===== src/rtl/puf_eval_if.sv =====
// Request/response bus between the PUF register interface (master) and the
// evaluation sequencer (slave).
interface puf_eval_if #(
  parameter int RESP_W = 32,
  parameter int CHAL_W = 8
) ();
  logic              start;
  logic              abort;
  logic [CHAL_W-1:0] chal_base;
  logic              busy;
  logic [RESP_W-1:0] resp;
  logic              resp_valid;
  logic              resp_ready;

  modport master (
    output start, abort, chal_base, resp_ready,
    input  busy, resp, resp_valid
  );

  modport slave (
    input  start, abort, chal_base, resp_ready,
    output busy, resp, resp_valid
  );
endinterface


===== src/rtl/puf_eval_ctrl.sv =====
// PUF excitation sequencer: excite / settle / sample per response bit.
// Optional macro PUF_MAJ_VOTE_EN: three evaluations per bit, majority-voted.
//
// state  | meaning
// IDLE   | waiting for start
// EXCITE | excite high, down-counting the excitation window
// SETTLE | excite low, down-counting the settle window
// SAMPLE | capture puf_bit into resp (or into vote storage)
// DONE   | resp_valid high until resp_ready
module puf_eval_ctrl #(
  parameter int RESP_W     = 32,
  parameter int CHAL_W     = 8,
  parameter int EXCITE_CYC = 15,
  parameter int SETTLE_CYC = 4
) (
  input  logic              clk,
  input  logic              rst,
  puf_eval_if.slave         bus,
  input  logic              puf_bit,
  output logic              excite,
  output logic [CHAL_W-1:0] chal_out
);
  localparam int MAX_CYC = (EXCITE_CYC > SETTLE_CYC) ? EXCITE_CYC : SETTLE_CYC;
  localparam int CNT_W   = (MAX_CYC > 1) ? $clog2(MAX_CYC) : 1;
  localparam int IDX_W   = (RESP_W > 1) ? $clog2(RESP_W) : 1;

  typedef enum logic [2:0] {IDLE, EXCITE, SETTLE, SAMPLE, DONE} state_t;

  state_t             state, state_d;
  logic [CNT_W-1:0]   cnt;
  logic [IDX_W-1:0]   bit_idx;
  logic [RESP_W-1:0]  resp;
  logic               busy, resp_valid;
  logic               excite_d, busy_d, valid_d;
  logic               abort_act, last_bit, final_vote, bit_val;

  assign abort_act = bus.abort && (state != IDLE);
  assign last_bit  = (bit_idx == IDX_W'(RESP_W - 1));

`ifdef PUF_MAJ_VOTE_EN
  logic [1:0] vote_idx;
  logic [1:0] votes;

  assign final_vote = (vote_idx == 2'd2);
  assign bit_val    = (votes[0] & votes[1]) | (votes[0] & puf_bit) | (votes[1] & puf_bit);

  always_ff @(posedge clk or posedge rst) begin
    if (rst) begin
      vote_idx <= '0;
      votes    <= '0;
    end else if (abort_act || state == IDLE) begin
      vote_idx <= '0;
    end else if (state == SAMPLE) begin
      if (final_vote) begin
        vote_idx <= '0;
      end else begin
        votes[vote_idx[0]] <= puf_bit;
        vote_idx           <= vote_idx + 2'd1;
      end
    end
  end
`else
  assign final_vote = 1'b1;
  assign bit_val    = puf_bit;
`endif

  always_ff @(posedge clk or posedge rst) begin
    if (rst) state <= IDLE;
    else     state <= state_d;
  end

  always_comb begin
    state_d = state;
    case (state)
      IDLE:    if (bus.start && !bus.abort) state_d = EXCITE;
      EXCITE:  if (cnt == '0) state_d = SETTLE;
      SETTLE:  if (cnt == '0) state_d = SAMPLE;
      SAMPLE:  state_d = (final_vote && last_bit) ? DONE : EXCITE;
      DONE:    if (bus.resp_ready) state_d = IDLE;
      default: state_d = IDLE;
    endcase
    if (abort_act) state_d = IDLE;
  end

  // Outputs are registered from the next state so they line up with it.
  always_comb begin
    excite_d = (state_d == EXCITE);
    busy_d   = (state_d != IDLE);
    valid_d  = (state_d == DONE);
  end

  always_ff @(posedge clk or posedge rst) begin
    if (rst) begin
      excite     <= 1'b0;
      busy       <= 1'b0;
      resp_valid <= 1'b0;
    end else begin
      excite     <= excite_d;
      busy       <= busy_d;
      resp_valid <= valid_d;
    end
  end

  always_ff @(posedge clk or posedge rst) begin
    if (rst) begin
      cnt      <= '0;
      bit_idx  <= '0;
      chal_out <= '0;
      resp     <= '0;
    end else if (abort_act) begin
      cnt     <= '0;
      bit_idx <= '0;
      resp    <= '0;
    end else begin
      case (state)
        IDLE: if (bus.start && !bus.abort) begin
          chal_out <= bus.chal_base;
          bit_idx  <= '0;
          cnt      <= CNT_W'(EXCITE_CYC - 1);
          resp     <= '0;
        end
        EXCITE: cnt <= (cnt == '0) ? CNT_W'(SETTLE_CYC - 1) : cnt - 1'b1;
        SETTLE: if (cnt != '0) cnt <= cnt - 1'b1;
        SAMPLE: begin
          cnt <= CNT_W'(EXCITE_CYC - 1);
          if (final_vote) begin
            resp[bit_idx] <= bit_val;
            if (!last_bit) begin
              bit_idx  <= bit_idx + 1'b1;
              chal_out <= chal_out + 1'b1;
            end
          end
        end
        default: ;
      endcase
    end
  end

  assign bus.busy       = busy;
  assign bus.resp       = resp;
  assign bus.resp_valid = resp_valid;
endmodule


===== src/flat_wrapper.sv =====
// flat-port wrapper written by rule: the top's interface ports become plain ports
module puf_eval_ctrl_flat 
#(
  parameter int RESP_W     = 32,
  parameter int CHAL_W     = 8,
  parameter int EXCITE_CYC = 15,
  parameter int SETTLE_CYC = 4
)
  (clk, rst, puf_bit, excite, chal_out, bus_start, bus_abort, bus_chal_base, bus_resp_ready, bus_busy, bus_resp, bus_resp_valid);
  puf_eval_if #(.RESP_W(RESP_W), .CHAL_W(CHAL_W)) bus_i ();
  input  logic clk;
  input  logic rst;
  input  logic puf_bit;
  output logic excite;
  output logic [CHAL_W-1:0] chal_out;
  input wire logic [$bits(bus_i.start)-1:0] bus_start;
  input wire logic [$bits(bus_i.abort)-1:0] bus_abort;
  input wire logic [$bits(bus_i.chal_base)-1:0] bus_chal_base;
  input wire logic [$bits(bus_i.resp_ready)-1:0] bus_resp_ready;
  output wire logic [$bits(bus_i.busy)-1:0] bus_busy;
  output wire logic [$bits(bus_i.resp)-1:0] bus_resp;
  output wire logic [$bits(bus_i.resp_valid)-1:0] bus_resp_valid;
  assign bus_i.start = bus_start;
  assign bus_i.abort = bus_abort;
  assign bus_i.chal_base = bus_chal_base;
  assign bus_i.resp_ready = bus_resp_ready;
  assign bus_busy = bus_i.busy;
  assign bus_resp = bus_i.resp;
  assign bus_resp_valid = bus_i.resp_valid;
  puf_eval_ctrl #(.RESP_W(RESP_W), .CHAL_W(CHAL_W), .EXCITE_CYC(EXCITE_CYC), .SETTLE_CYC(SETTLE_CYC)) u_core (.clk(clk), .rst(rst), .bus(bus_i), .puf_bit(puf_bit), .excite(excite), .chal_out(chal_out));
endmodule

===== config.mk =====
export PLATFORM = sky130hd
export DESIGN_NAME = puf_eval_ctrl_flat
export DESIGN_NICKNAME = d
export VERILOG_FILES = /design/src/rtl/puf_eval_if.sv /design/src/rtl/puf_eval_ctrl.sv /design/src/flat_wrapper.sv
export SDC_FILE = /design/constraint.sdc
export NUM_CORES = 1
export LEC_CHECK = 0
export ABC_CLOCK_PERIOD_IN_PS = 2100
export BUFFER_PORTS_ARGS = -buffer_cell sky130_fd_sc_hd__buf_2
export CORE_MARGIN = 10
export CORE_UTILIZATION = 40
export CTS_CLUSTER_DIAMETER = 30
export CTS_CLUSTER_SIZE = 25
export DETAILED_ROUTE_END_ITERATION = 10
export PLACE_DENSITY_LB_ADDON = 0.3
export SYNTH_ARGS = -nofsm -noshare
export SYNTH_HDL_FRONTEND = slang
export SYNTH_SLANG_ARGS = --single-unit
export TNS_END_PERCENT = 10

===== constraint.sdc =====
create_clock -name clk -period 2.1 [get_ports clk]
set_input_delay 0.42 -clock clk [delete_from_list [all_inputs] [get_ports clk]]
set_output_delay 0.42 -clock clk [all_outputs]
set_load 0.05 [all_outputs]

# ---- Word level (Yosys, flattened, before mapping)
# Cells that the tools add are included.
dict set report totals {
  register_bits 55
  latch_bits 0
  ramBits 0
  rom_bits 0
  output_inout_bits 43
  word_cells 67
  memories 0
}
dict set report classes {
  add_sub_neg 3
  n_mul 0
  n_div 0
  order_cmp 2
  eq_ne 12
  shift 0
  muxes 25
  bitwise_logic 1
  n_reduce_logical 16
}
# cell count
set ops {}
lappend ops {{$mux W32} 2}
lappend ops {{$pmux W32 S2} 1}
lappend ops {{$bwmux W32} 1}
lappend ops {{$mux W3} 6}
lappend ops {{$mux W4} 4}
lappend ops {{$mux W8} 2}
lappend ops {{$pmux W4 S4} 1}
lappend ops {{$pmux W8 S2} 1}
lappend ops {{$mux W5} 3}
lappend ops {{$pmux W3 S5} 1}
lappend ops {{$pmux W5 S2} 1}
lappend ops {{$reduce_bool A3 Y1} 3}
lappend ops {{$add A8 B1 Y8 const B} 1}
lappend ops {{$eq A3 B1 Y1 const B} 2}
lappend ops {{$eq A3 B2 Y1 const B} 2}
lappend ops {{$eq A3 B3 Y1 const B} 2}
lappend ops {{$lt A5 B6 Y1 const B} 1}
lappend ops {{$ne A3 B1 Y1 const B} 2}
lappend ops {{$reduce_and A3 Y1} 2}
lappend ops {{$add A5 B1 Y5 const B} 1}
lappend ops {{$demux W1 S5} 1}
lappend ops {{$eq A5 B5 Y1 const B} 1}
lappend ops {{$ge A5 B1 Y1 const B} 1}
lappend ops {{$reduce_bool A5 Y1} 1}
lappend ops {{14 further kinds} 16}

# ---- Logic depth before layout (Yosys ltp)
# Gate-level depths: netlist of run 1.
dict set report depth {
  depth_word 7
  ltp_mapped 9
  depth_no_buf 8
}

# ---- Worst setup path before layout of run 1
# OpenSTA, ideal clock, no wires.
dict set report synth_timing {
  path_type {reg2reg}
  from {register u_core.bit_idx[0]}
  to {register u_core.bit_idx[2]}
  arrival_time_ns 1.879
  slack_ns 0.103
  path_stages_with_launch 9
  path_buffers 0
  synth_period_minus_slack_ns 1.997
  cell_sequence {dfrtp_1 > ha_1 > nand2_1 > nor2_1 > ha_1 > nand3b_1 > a21o_1 > o2bb2ai_1 > a21o_1}
}
dict set report synth_between {
  elab_chain_cells 4
}
# item line_no
set synth_lines {}
lappend synth_lines {{from (decl)} puf_eval_ctrl.sv:31} ;# logic [IDX_W-1:0] bit_idx;
lappend synth_lines {{from (signal assigned)} puf_eval_ctrl.sv:129} ;# bit_idx <= bit_idx + 1'b1;
lappend synth_lines {{$add A5 B1 Y5} puf_eval_ctrl.sv:129}
lappend synth_lines {{$mux W5} puf_eval_ctrl.sv:128} ;# if (!last_bit) begin
lappend synth_lines {{$pmux W5 S2} puf_eval_ctrl.sv:115} ;# case (state)
lappend synth_lines {{$mux W5} puf_eval_ctrl.sv:110} ;# end else if (abort_act) begin
# Several ways; a longest one is shown, not always the timed one. The select of a mux whose other input is x is not followed.
# A chain may end at the register's enable or synchronous reset.

# ---- Worst setup path in the final report of run 1
dict set report layout_timing {
  from {register u_core.bit_idx[1]}
  to {register u_core.bit_idx[2]}
}
# The elaborated chain is that of the path after synthesis.

==> out/results.tsv, run 1 <==
metric	value	unit
status	complete, no violations	
switching_power	1.097	mW
comb_power_share	33.6	%
start_kind	register	
min_period	2.018	ns
powerDensity	746.7	mW/mm²
seq_area_frac_synth	43.12	%
die_y	109.3	µm
vias	2928	
worstSetupEndpoint	u_core.bit_idx[2]	
clkPwrFrac	20.8	%
first_pass_iters	4	
die_area	0.01195	mm²
htreeDepth	2	
nFillCells	761	
synthFlopType	dfrtp_1	
max_freq	0.4955	GHz
place_inst	514	
netlist_instances	360	
cts_inserted_buffers	5	
synth_fa_ha_area_share	3.450	%
yosys.area.top_type_share	43.12	%
drt-wirelength-per-cell	16.76	µm
hold_viol	0	
yosys.area_share.simple	18.07	%
dp_hpwl	6153	µm
finalSetupViolCount	0	
drt_iter0_markers	243	
area_growth	18.38	%
cts_tree	yes	
rr_startpoint	u_core.bit_idx[1]	
max_cap_viol_count	0	
syn_area	0.003192	mm²
leakagePower	1.750	nW
path_class	reg2reg	
synth_xor_area_share	0	%
crit_fanout	7	
synth_top_family_by_area	compound AO/OA/AOI/OAI gates	
grt_usage	14.73	%
async_flop_share	100.0	%
r2r_end	u_core.bit_idx[2]	
synth_compound_area_share	28.66	%
crit_path_top_delay_cell	dfrtp_1	
worstPathRequired	2.31	ns
ys_types	52	
avgSynthCellArea	8.866	µm²
min_period_over_period	96.10	%
cp_slowest_stage_delay	0.44	ns
antenna_found_initial	0	
finClkSkew	0.007911	ns
yosys.area.top_type	dfrtp_1	
ff2ff_path_depth	8	
synth_common_cells	dfrtp_1 (55), a21oi_1 (43), nand2_1 (41)	
place.gp.congestion	0.8199	
rows	32	
clk_latency	0.31	ns
clk_pin_slew	0.10	ns
wirelength	8751	µm
grt_max_degree	34	
pin_count	57	
maxSlewViolCount	0	
regToRegSetupSlack	0.08	ns
holdWs	0.1279	ns
fin_tns_setup	0	ns
syn_nets	382	
internal-power	1.725	mW
overflow	0	
synth_edf_count	0	
core_area	0.007727	mm²
layout.nets	441	
post_cts_buffers	0	
synth_most_common_cell	dfrtp_1	
drcViolationCount	0	
crit_top_cell	ha_1	
initial_core_util	41.31	%
tightest_slew	0.5180	ns
synthMuxAreaShare	0.6664	%
yosys_warnings	0	
drt-vias-per-instance	5.609	
maxSlewHeadroom	65.41	%
clockBufferDepth	2	
cts_root_buffer	clkbuf_8	
p_sw_share	38.86	%
port_buffers	56	
synth_seq_cells	55	
antenna-diode-count	0	
cts_sinks	55	
crit_start	u_core.bit_idx[1]	
die_width	109.3	µm
synth.top_cells.by_area	dfrtp_1 (43%), a22oi_1 (6.8%), a21oi_1 (6.7%)	
instances_no_fill	522	
ir_drop	0.0005117	V
drive_gt1_share	24.05	%
ant_nets	0	
crit_chain	ha_1 > nand2_1 > nor2_1 > ha_1 > nand3b_1 > a21o_4 > o2bb2ai_1 > a21o_1	
first_global_vias	2927	
grt_pass1_wl	14570	µm
worstPathArrival	2.23	ns
hold_class	in2async	
pwr-share-seq	45.6	%
end_kind	register	
[timing repair]
action | CTS | global route
hold buffers | 0 | 0
gates resized for setup | 0 | 3
setup endpoints to repair | 0 | 3
[power groups by stage]
stage                     Combinational [mW]  Sequential, mW  Clock [mW]
after floorplan                        0.483            1.50           0
after global placement                 0.926            1.30           0
after detailed placement               0.946            1.31           0
after CTS                              0.947            1.29       0.608
after global routing                    1.05            1.30       0.653
final                                  0.948            1.29       0.586
[flip-flops by register name, summed over array words and instances, names as in the netlist]
| signal | flops |
|---|---|
| u_core.bus.resp | 32 |
| u_core.chal_out | 8 |
| u_core.bit_idx | 5 |
| u_core.cnt | 4 |
| u_core.state | 3 |
| u_core.bus.busy | 1 |
| u_core.bus.resp_valid | 1 |
| u_core.excite | 1 |
[metrics by stage]
step | utilization [%] | setup slack, ns | area, µm² | total power [mW]
after detailed placement | 47.68 | 0.1349 | 3685 | 2.253
after global routing | 48.90 | -0.01769 | 3779 | 3.007
final | 48.90 | 0.08188 | 3779 | 2.822
after CTS | 48.74 | 0.09825 | 3766 | 2.842
after floorplan | - | 0.1032 | 3192 | 1.984
after global placement | 47.68 | 0.1769 | 3685 | 2.226
[kinds of logic after synthesis]
kind of cell | count (synthesis)
flops | 55
simple gates | 109
fa+ha+maj | 9
buf+inv | 40
mux | 2
compound gates | 145
[worst min path at each step]
stage	start	end	cells past startpoint
floorplan	u_core.cnt[1]	u_core.cnt[1]	1
CTS	rst	u_core.bus.resp[1]	2
global placement	rst	u_core.bus.resp[1]	2
finish	rst	u_core.bus.resp[1]	2
detailed placement	rst	u_core.bus.resp[1]	2
global route	rst	u_core.bus.resp[1]	2
[final cells by class]
class	instances	area, µm²	area share (%)
multi-input cells	265	1639	43.38
clock inverters	1	5.005	0.1325
well taps	102	127.6	3.377
repair buffers	83	520.5	13.77
inverters	9	33.78	0.8940
clock buffers	7	76.32	2.020
flip-flops and latches	55	1376	36.42
[critical path: cells and delay by family, from the launching register on]
family | cells | cell delay (ns)
AOI/OAI and AO/OA | 3 | 0.58
adders and majority gates | 2 | 0.48
DFF | 1 | 0.44
and+or+nand+nor | 3 | 0.42
[routing by layer]
layer | part of all wire (%) | GRT usage, % | vias up
li1 | - | - | 1441
met1 | 43 | 17.58 | 1409
met2 | 50 | 25.64 | 72
met3 | 6.7 | 4.096 | 6
met4 | 0.67 | 3.532 | 0
met5 | 0 | 0 | -
[cells in the final DEF (no fill, tap or decap), types with 4 or more instances in the layout]
cell      netlist  routed
nand3_1         9       9
nor2b_1         4       4
dfrtp_1        55      55
buf_2          11      56
nand2_1        41      41
buf_4           1      24
nor3b_1         4       4
a32o_1          4       4
o31ai_1         4       4
nor2_1         13      13
a21oi_1        43      43
inv_1           9       8
clkbuf_8        0       5
ha_1            8       8
a22oi_1        29      29
nor3_1          5       5
nand2b_1        5       5
o21ai_1         7       6
o21ai_0        34      34
and3b_1         4       4
and3_1          5       5
No activity file was read; power rests on OpenSTA's default activity.
==> run 2, diff against run 1 <==
--- a/config.mk
+++ b/config.mk
@@ -12,6 +12,7 @@
 export CTS_CLUSTER_DIAMETER = 30
 export CTS_CLUSTER_SIZE = 25
 export DETAILED_ROUTE_END_ITERATION = 10
+export MAX_ROUTING_LAYER = met4
 export PLACE_DENSITY_LB_ADDON = 0.3
 export SYNTH_ARGS = -nofsm -noshare
 export SYNTH_HDL_FRONTEND = slang
==> run 2 against run 1 <==
Routed wire length increased by 0.11%; core utilization did not move; cell count did not move; final area is the same; sequential power about the same.
==> out/results.tsv, run 2 (same netlist as run 1, synthesis figures left out) <==
metric	value	unit	change
layout_setup_ws	0.08182	ns	-0.00005530 ns
grt_pass1_wl	14570	µm	about the same
worstSetupEndpoint	u_core.bit_idx[2]		
rr_startpoint	u_core.bit_idx[1]		
ir_drop	0.0005117	V	about the same
pwr-share-seq	45.6	%	about the same
die_area	0.01195	mm²	unchanged
min_period_over_period	96.10	%	about the same
internal-power	1.725	mW	unchanged
drt-vias-per-instance	5.611		about the same
crit_start	u_core.bit_idx[1]		
preCtsSetupSlack	0.1349	ns	unchanged
status	complete, no violations		
wirelength	8761	µm	+0.11%
comb_power_share	33.6	%	about the same
r2r_end	u_core.bit_idx[2]		
vias	2929		+0.034%
layout.cells.most_common	buf_2		
clk_pin_slew	0.10	ns	about the same
htreeDepth	2		unchanged
hold_class	in2async		
drcViolationCount	0		unchanged
max_cap_viol_count	0		unchanged
crit_path_top_delay_cell	dfrtp_1		
critPathBufInv	0		unchanged
switching_power	1.097	mW	about the same
core_area	0.007727	mm²	unchanged
first_global_vias	2926		-0.034%
instances_no_fill	522		unchanged
place_inst	514		unchanged
nFillCells	761		unchanged
layout.nets	441		unchanged
ant_nets	0		unchanged
ff2ff_path_depth	8		unchanged
grt_usage	15.17	%	+0.44 points
drt-wirelength-per-cell	16.78	µm	+0.11%
start_kind	register		
p_sw_share	38.88	%	about the same
min_period	2.018	ns	+0.00005530 ns
crit_cells	8		unchanged
clockBufferDepth	2		unchanged
largest_register	u_core.bus.resp		
cts_sinks	55		unchanged
leakagePower	1.750	nW	unchanged
pin_count	57		unchanged
largest_register_ffs	32		unchanged
max_freq	0.4955	GHz	about the same
reg_top3	u_core.bus.resp (32), u_core.chal_out (8), u_core.bit_idx (5)		
crit_fanout	7		unchanged
maxSlewHeadroom	65.41	%	unchanged
powerDensity	747.0	mW/mm²	about the same
mostFrequentLayoutCells	buf_2 (56), dfrtp_1 (55), a21oi_1 (43)		
area_growth	18.38	%	unchanged
overflow	0		unchanged
first_pass_iters	4		unchanged
finalSetupViolCount	0		unchanged
clkPwrFrac	20.8	%	about the same
end_kind	register		
place.gp.congestion	0.8321		+1.5%
tightest_slew	0.5180	ns	unchanged
die_y	109.3	µm	unchanged
regToRegSetupSlack	0.08	ns	about the same
cp_top_family	compound AO/OA/AOI/OAI gates		
antenna_found_initial	0		unchanged
rows	32		unchanged
maxSlewViolCount	0		unchanged
worstPathRequired	2.31	ns	about the same
hold_viol	0		unchanged
hold_buffers	0		unchanged
drt_iter0_markers	243		unchanged
drive_gt1_share	24.05	%	unchanged
dp_hpwl	6153	µm	unchanged
cp_slowest_stage_delay	0.44	ns	about the same
grt_max_degree	34		unchanged
cts_root_buffer	clkbuf_8		
die_width	109.3	µm	unchanged
path_class	reg2reg		
worstPathArrival	2.23	ns	about the same
cts_tree	yes		
finClkSkew	0.007910	ns	-0.0000001400 ns
crit_top_cell	ha_1		
port_buffers	56		unchanged
crit_chain	ha_1 > nand2_1 > nor2_1 > ha_1 > nand3b_1 > a21o_4 > o2bb2ai_1 > a21o_1		
cts_inserted_buffers	5		unchanged
antenna-diode-count	0		unchanged
clk_latency	0.31	ns	about the same
initial_core_util	41.31	%	unchanged
[run 2: cell counts in the layout (fill, tap and decap cells not counted)]
Identical to the previous run, type by type.
[run 2: power by group through the flow]
| stage | Combinational, mW | Sequential (mW) | Clock [mW] |
|---|---|---|---|
| floorplan | 0.483 | 1.50 | 0 |
| global placement | 0.926 | 1.30 | 0 |
| detailed placement | 0.946 | 1.31 | 0 |
| CTS | 0.947 | 1.29 | 0.608 |
| global route | 1.05 | 1.30 | 0.653 |
| finish | 0.948 | 1.29 | 0.586 |
[run 2: layout make-up]
type                            count  area, µm²  share of cell area (%)
Clock inverter                      1      5.005                  0.1325
Multi-Input combinational cell    265       1639                   43.38
Inverter                            9      33.78                  0.8940
Timing Repair Buffer               83      520.5                   13.77
Sequential cell                    55       1376                   36.42
Tap cell                          102      127.6                   3.377
Clock buffer                        7      76.32                   2.020
[run 2: worst reg2reg max path, stage by stage, from the launching register on]
cell and delay, ns:
dfrtp_1 0.44, ha_1 0.22, nand2_1 0.10, nor2_1 0.05, ha_1 0.26, nand3b_1 0.27, a21o_4 0.29, o2bb2ai_1 0.12
a21o_1 0.17
[run 2: what timing repair did]
action,in CTS,in global routing
resized for setup,0,3
setup buffers,0,0
endpoints found under the setup margin,0,3
[run 2: metal layers]
metal  global-route usage, %  share of wire (%)  routed length (µm)  up-vias
met5                       -                  0                   0        -
met2                   25.64                 50                4381       72
met1                   17.90                 43                3807     1409
met3                   3.569                5.9                 513        6
li1                        -                  -                   -     1442
met4                   3.532               0.67                  59        0
[run 2: metrics by stage]
| step | power, mW | utilization, % | cell area (µm²) | hold WS [ns] | TNS, ns |
|---|---|---|---|---|---|
| floorplan | 1.984 | - | 3192 | 0.5105 | 0 |
| global placement | 2.226 | 47.68 | 3685 | 0.4792 | 0 |
| detailed placement | 2.253 | 47.68 | 3685 | 0.4867 | 0 |
| CTS | 2.842 | 48.74 | 3766 | 0.1483 | 0 |
| global route | 3.006 | 48.90 | 3779 | 0.1505 | -0.01980 |
| finish | 2.822 | 48.90 | 3779 | 0.1274 | 0 |
[run 2: worst min path at each step]
stage | start | cells past startpoint | endpoint
floorplan | u_core.cnt[1] | 1 | u_core.cnt[1]
global placement | rst | 2 | u_core.bus.resp[1]
detailed placement | rst | 2 | u_core.bus.resp[1]
CTS | rst | 2 | u_core.bus.resp[1]
global route | rst | 2 | u_core.bus.resp[1]
finish | rst | 2 | u_core.bus.resp[1]
==> run 3, diff against run 2 <==
--- a/config.mk
+++ b/config.mk
@@ -5,6 +5,7 @@
 export SDC_FILE = /design/constraint.sdc
 export NUM_CORES = 1
 export LEC_CHECK = 0
+export ABC_AREA = 1
 export ABC_CLOCK_PERIOD_IN_PS = 2100
 export BUFFER_PORTS_ARGS = -buffer_cell sky130_fd_sc_hd__buf_2
 export CORE_MARGIN = 10
==> run 3 against run 2 <==
Fmax increased by 6.4%; register-to-register slack improved by 0.12 ns; critical path depth increased by 2; sequential share of layout area increased by 0.24 points; cell count increased by 20%; flip-flop and latch count unchanged; largest cell class unchanged; combinational power increased by 130%; total power increased by 50%; die area increased by 2.2%.
==> out/results.tsv, run 3 <==
metric	value	unit	change
status	complete, no violations		
yosys_warnings	0		unchanged
async_flop_share	100.0	%	unchanged
antenna_found_initial	0		unchanged
synth.top_cells.by_area	dfrtp_1 (42%), nand2_1 (23%), nand3_1 (14%)		
port_buffers	56		unchanged
cp_slowest_stage_delay	0.43	ns	about the same
holdWs	0.07619	ns	-0.05125 ns
ant_nets	0		unchanged
layout.nets	543		+23%
place.gp.congestion	0.8419		+1.2%
mostFrequentLayoutCells	nand2_1 (200), nand3_1 (94), buf_2 (56)		
layout_setup_ws	0.2028	ns	+0.1210 ns
layout.cells.most_common	nand2_1		
maxSlewHeadroom	62.41	%	-3.0 points
antenna-diode-count	0		unchanged
drt-vias-per-instance	5.018		-11%
yosys.area.top_type	dfrtp_1		
worstPathRequired	2.31	ns	about the same
dp_hpwl	5832	µm	-5.2%
initial_core_util	41.79	%	+0.48 points
fin_tns_setup	0	ns	unchanged
post-route-util	47.83	%	-1.1 points
ys_types	27		-48%
synth_seq_cells	55		unchanged
ir_drop	0.0004773	V	-6.7%
grt_max_degree	33		-2.9%
hold_viol	0		unchanged
drive_gt1_share	18.77	%	-5.3 points
max_freq	0.5271	GHz	+6.4%
overflow	0		unchanged
grt_pass1_wl	14060	µm	-3.5%
hold_buffers	0		unchanged
path_class	reg2reg		
end_kind	register		
synth_most_common_cell	nand2_1		
ff2ff_path_depth	10		+2
synth_common_cells	nand2_1 (200), nand3_1 (94), dfrtp_1 (55)		
largest_register_ffs	32		unchanged
area_growth	14.46	%	
worstPathArrival	2.11	ns	-0.12 ns
die_area	0.01222	mm²	+2.2%
min_period	1.897	ns	-0.1210 ns
first_global_vias	2939		+0.44%
drt_iter0_markers	173		-29%
tightest_slew	0.5618	ns	+0.04379 ns
largest_register	u_core.bus.resp		
syn_nets	490		+28%
clk_pin_slew	0.10	ns	about the same
preCtsSetupSlack	0.2011	ns	+0.06621 ns
synthFlopType	dfrtp_1		
first_pass_iters	6		+2
crit_fanout	10		+3
synth_edf_count	0		unchanged
pin_count	57		unchanged
nFillCells	799		+5.0%
regToRegSetupSlack	0.20	ns	+0.12 ns
max_cap_viol_count	0		unchanged
reg_top3	u_core.bus.resp (32), u_core.chal_out (8), u_core.bit_idx (5)		
clockBufferDepth	2		unchanged
min_period_over_period	90.34	%	-5.8 points
maxSlewViolCount	0		unchanged
post_cts_buffers	0		unchanged
cts_sinks	55		unchanged
finClkSkew	0.01027	ns	+0.002359 ns
drcViolationCount	0		unchanged
yosys.area.top_type_share	41.97	%	-1.2 points
r2r_end	u_core.chal_out[6]		
core_area	0.007848	mm²	+1.6%
grt_usage	13.60	%	-1.6 points
power	4.235	mW	+50%
wirelength	8132	µm	-7.2%
grt_setup_unrepaired	false		
powerDensity	1128	mW/mm²	+51%
cts_tree	yes		
netlist_instances	468		+30%
clk_latency	0.31	ns	about the same
cts_inserted_buffers	5		unchanged
htreeDepth	2		unchanged
finalSetupViolCount	0		unchanged
crit_path_top_delay_cell	dfrtp_1		
syn_area	0.003279	mm²	+2.7%
leakagePower	2.107	nW	+20%
cts_root_buffer	clkbuf_8		
avgSynthCellArea	7.007	µm²	-21%
die_width	110.5	µm	+1.1%
cts_resized	0		unchanged
die_y	110.5	µm	+1.1%
rows	32		unchanged
rr_startpoint	u_core.bit_idx[0]		
start_kind	register		
crit_chain	ha_1 > nand2_1 > nor2_1 > ha_1 > nand2_1 > nand2_1 > nor2_4 > inv_2 > nand2_1 > nand2_1		
crit_top_cell	nand2_1		
vias	3131		+6.9%
drt-wirelength-per-cell	13.03	µm	-22%
seq_area_frac_synth	41.97	%	-1.2 points
hold_class	in2async		
## run 3: worst max-delay path by stage
| stage | from | to | slack [ns] | depth (start not counted) |
|---|---|---|---|---|
| 2_1_floorplan | rst | u_core.bit_idx[0] | 0.34 | 1 |
| 3_3_place_gp | u_core.bit_idx[0] | u_core.chal_out[7] | 0.26 | 10 |
| 3_5_place_dp | u_core.bit_idx[0] | u_core.chal_out[6] | 0.20 | 10 |
| 4_1_cts | u_core.bit_idx[0] | u_core.chal_out[6] | 0.18 | 10 |
| 5_1_grt | u_core.bit_idx[0] | u_core.chal_out[3] | 0.02 | 10 |
| 6_report | u_core.bit_idx[0] | u_core.chal_out[6] | 0.20 | 10 |
## run 3: per-layer routing
metal / global-route usage, % / vias up / share of wire (%)
met4: 4.491 / 0 / 1.4
met5: - / - / 0
met1: 16.91 / 1482 / 46
met3: 2.215 / 7 / 4.1
met2: 21.95 / 59 / 49
li1: - / 1583 / -
## run 3: cell families (layout without fill, tap and decap cells)
group / Yosys count / count (layout) / synth area share (%)
xor+xnor: 4 / 4 / 1.068
buf+inv: 51 / 105 / 7.058
simple gates: 340 / 340 / 45.14
compound gates: 10 / 10 / 1.717
fa+ha+maj: 8 / 8 / 3.052
flops: 55 / 55 / 41.97
## run 3: per-stage QoR
step / cells / instance area (µm²)
global route: 624 / 3754
finish: 624 / 3754
global placement: 616 / 3659
detailed placement: 616 / 3659
CTS: 624 / 3754
floorplan: 468 / 3279
## run 3: cell type report
class                   count  area (µm²)  area share [%]
well taps                 102       127.6           3.400
inverters                  28       105.1           2.800
repair buffers             69       377.9           10.07
flip-flops and latches     55        1376           36.67
multi-input cells         362        1672           44.53
clock buffers               7       86.33           2.300
clock inverters             1       8.758          0.2333
## run 3: power breakdown
part           total (mW)  internal (mW)  switching [mW]
combinational        2.18          0.671            1.51
sequential           1.43           1.23           0.200
clock               0.622          0.271           0.351
total                4.23           2.17            2.07
## run 3: critical path, delay by kind of cell (launching register included)
kind / cells / cell delay, ns
buf+inv: 1 / 0.12
fa+ha+maj: 2 / 0.43
simple gates: 7 / 0.82
flops: 1 / 0.43
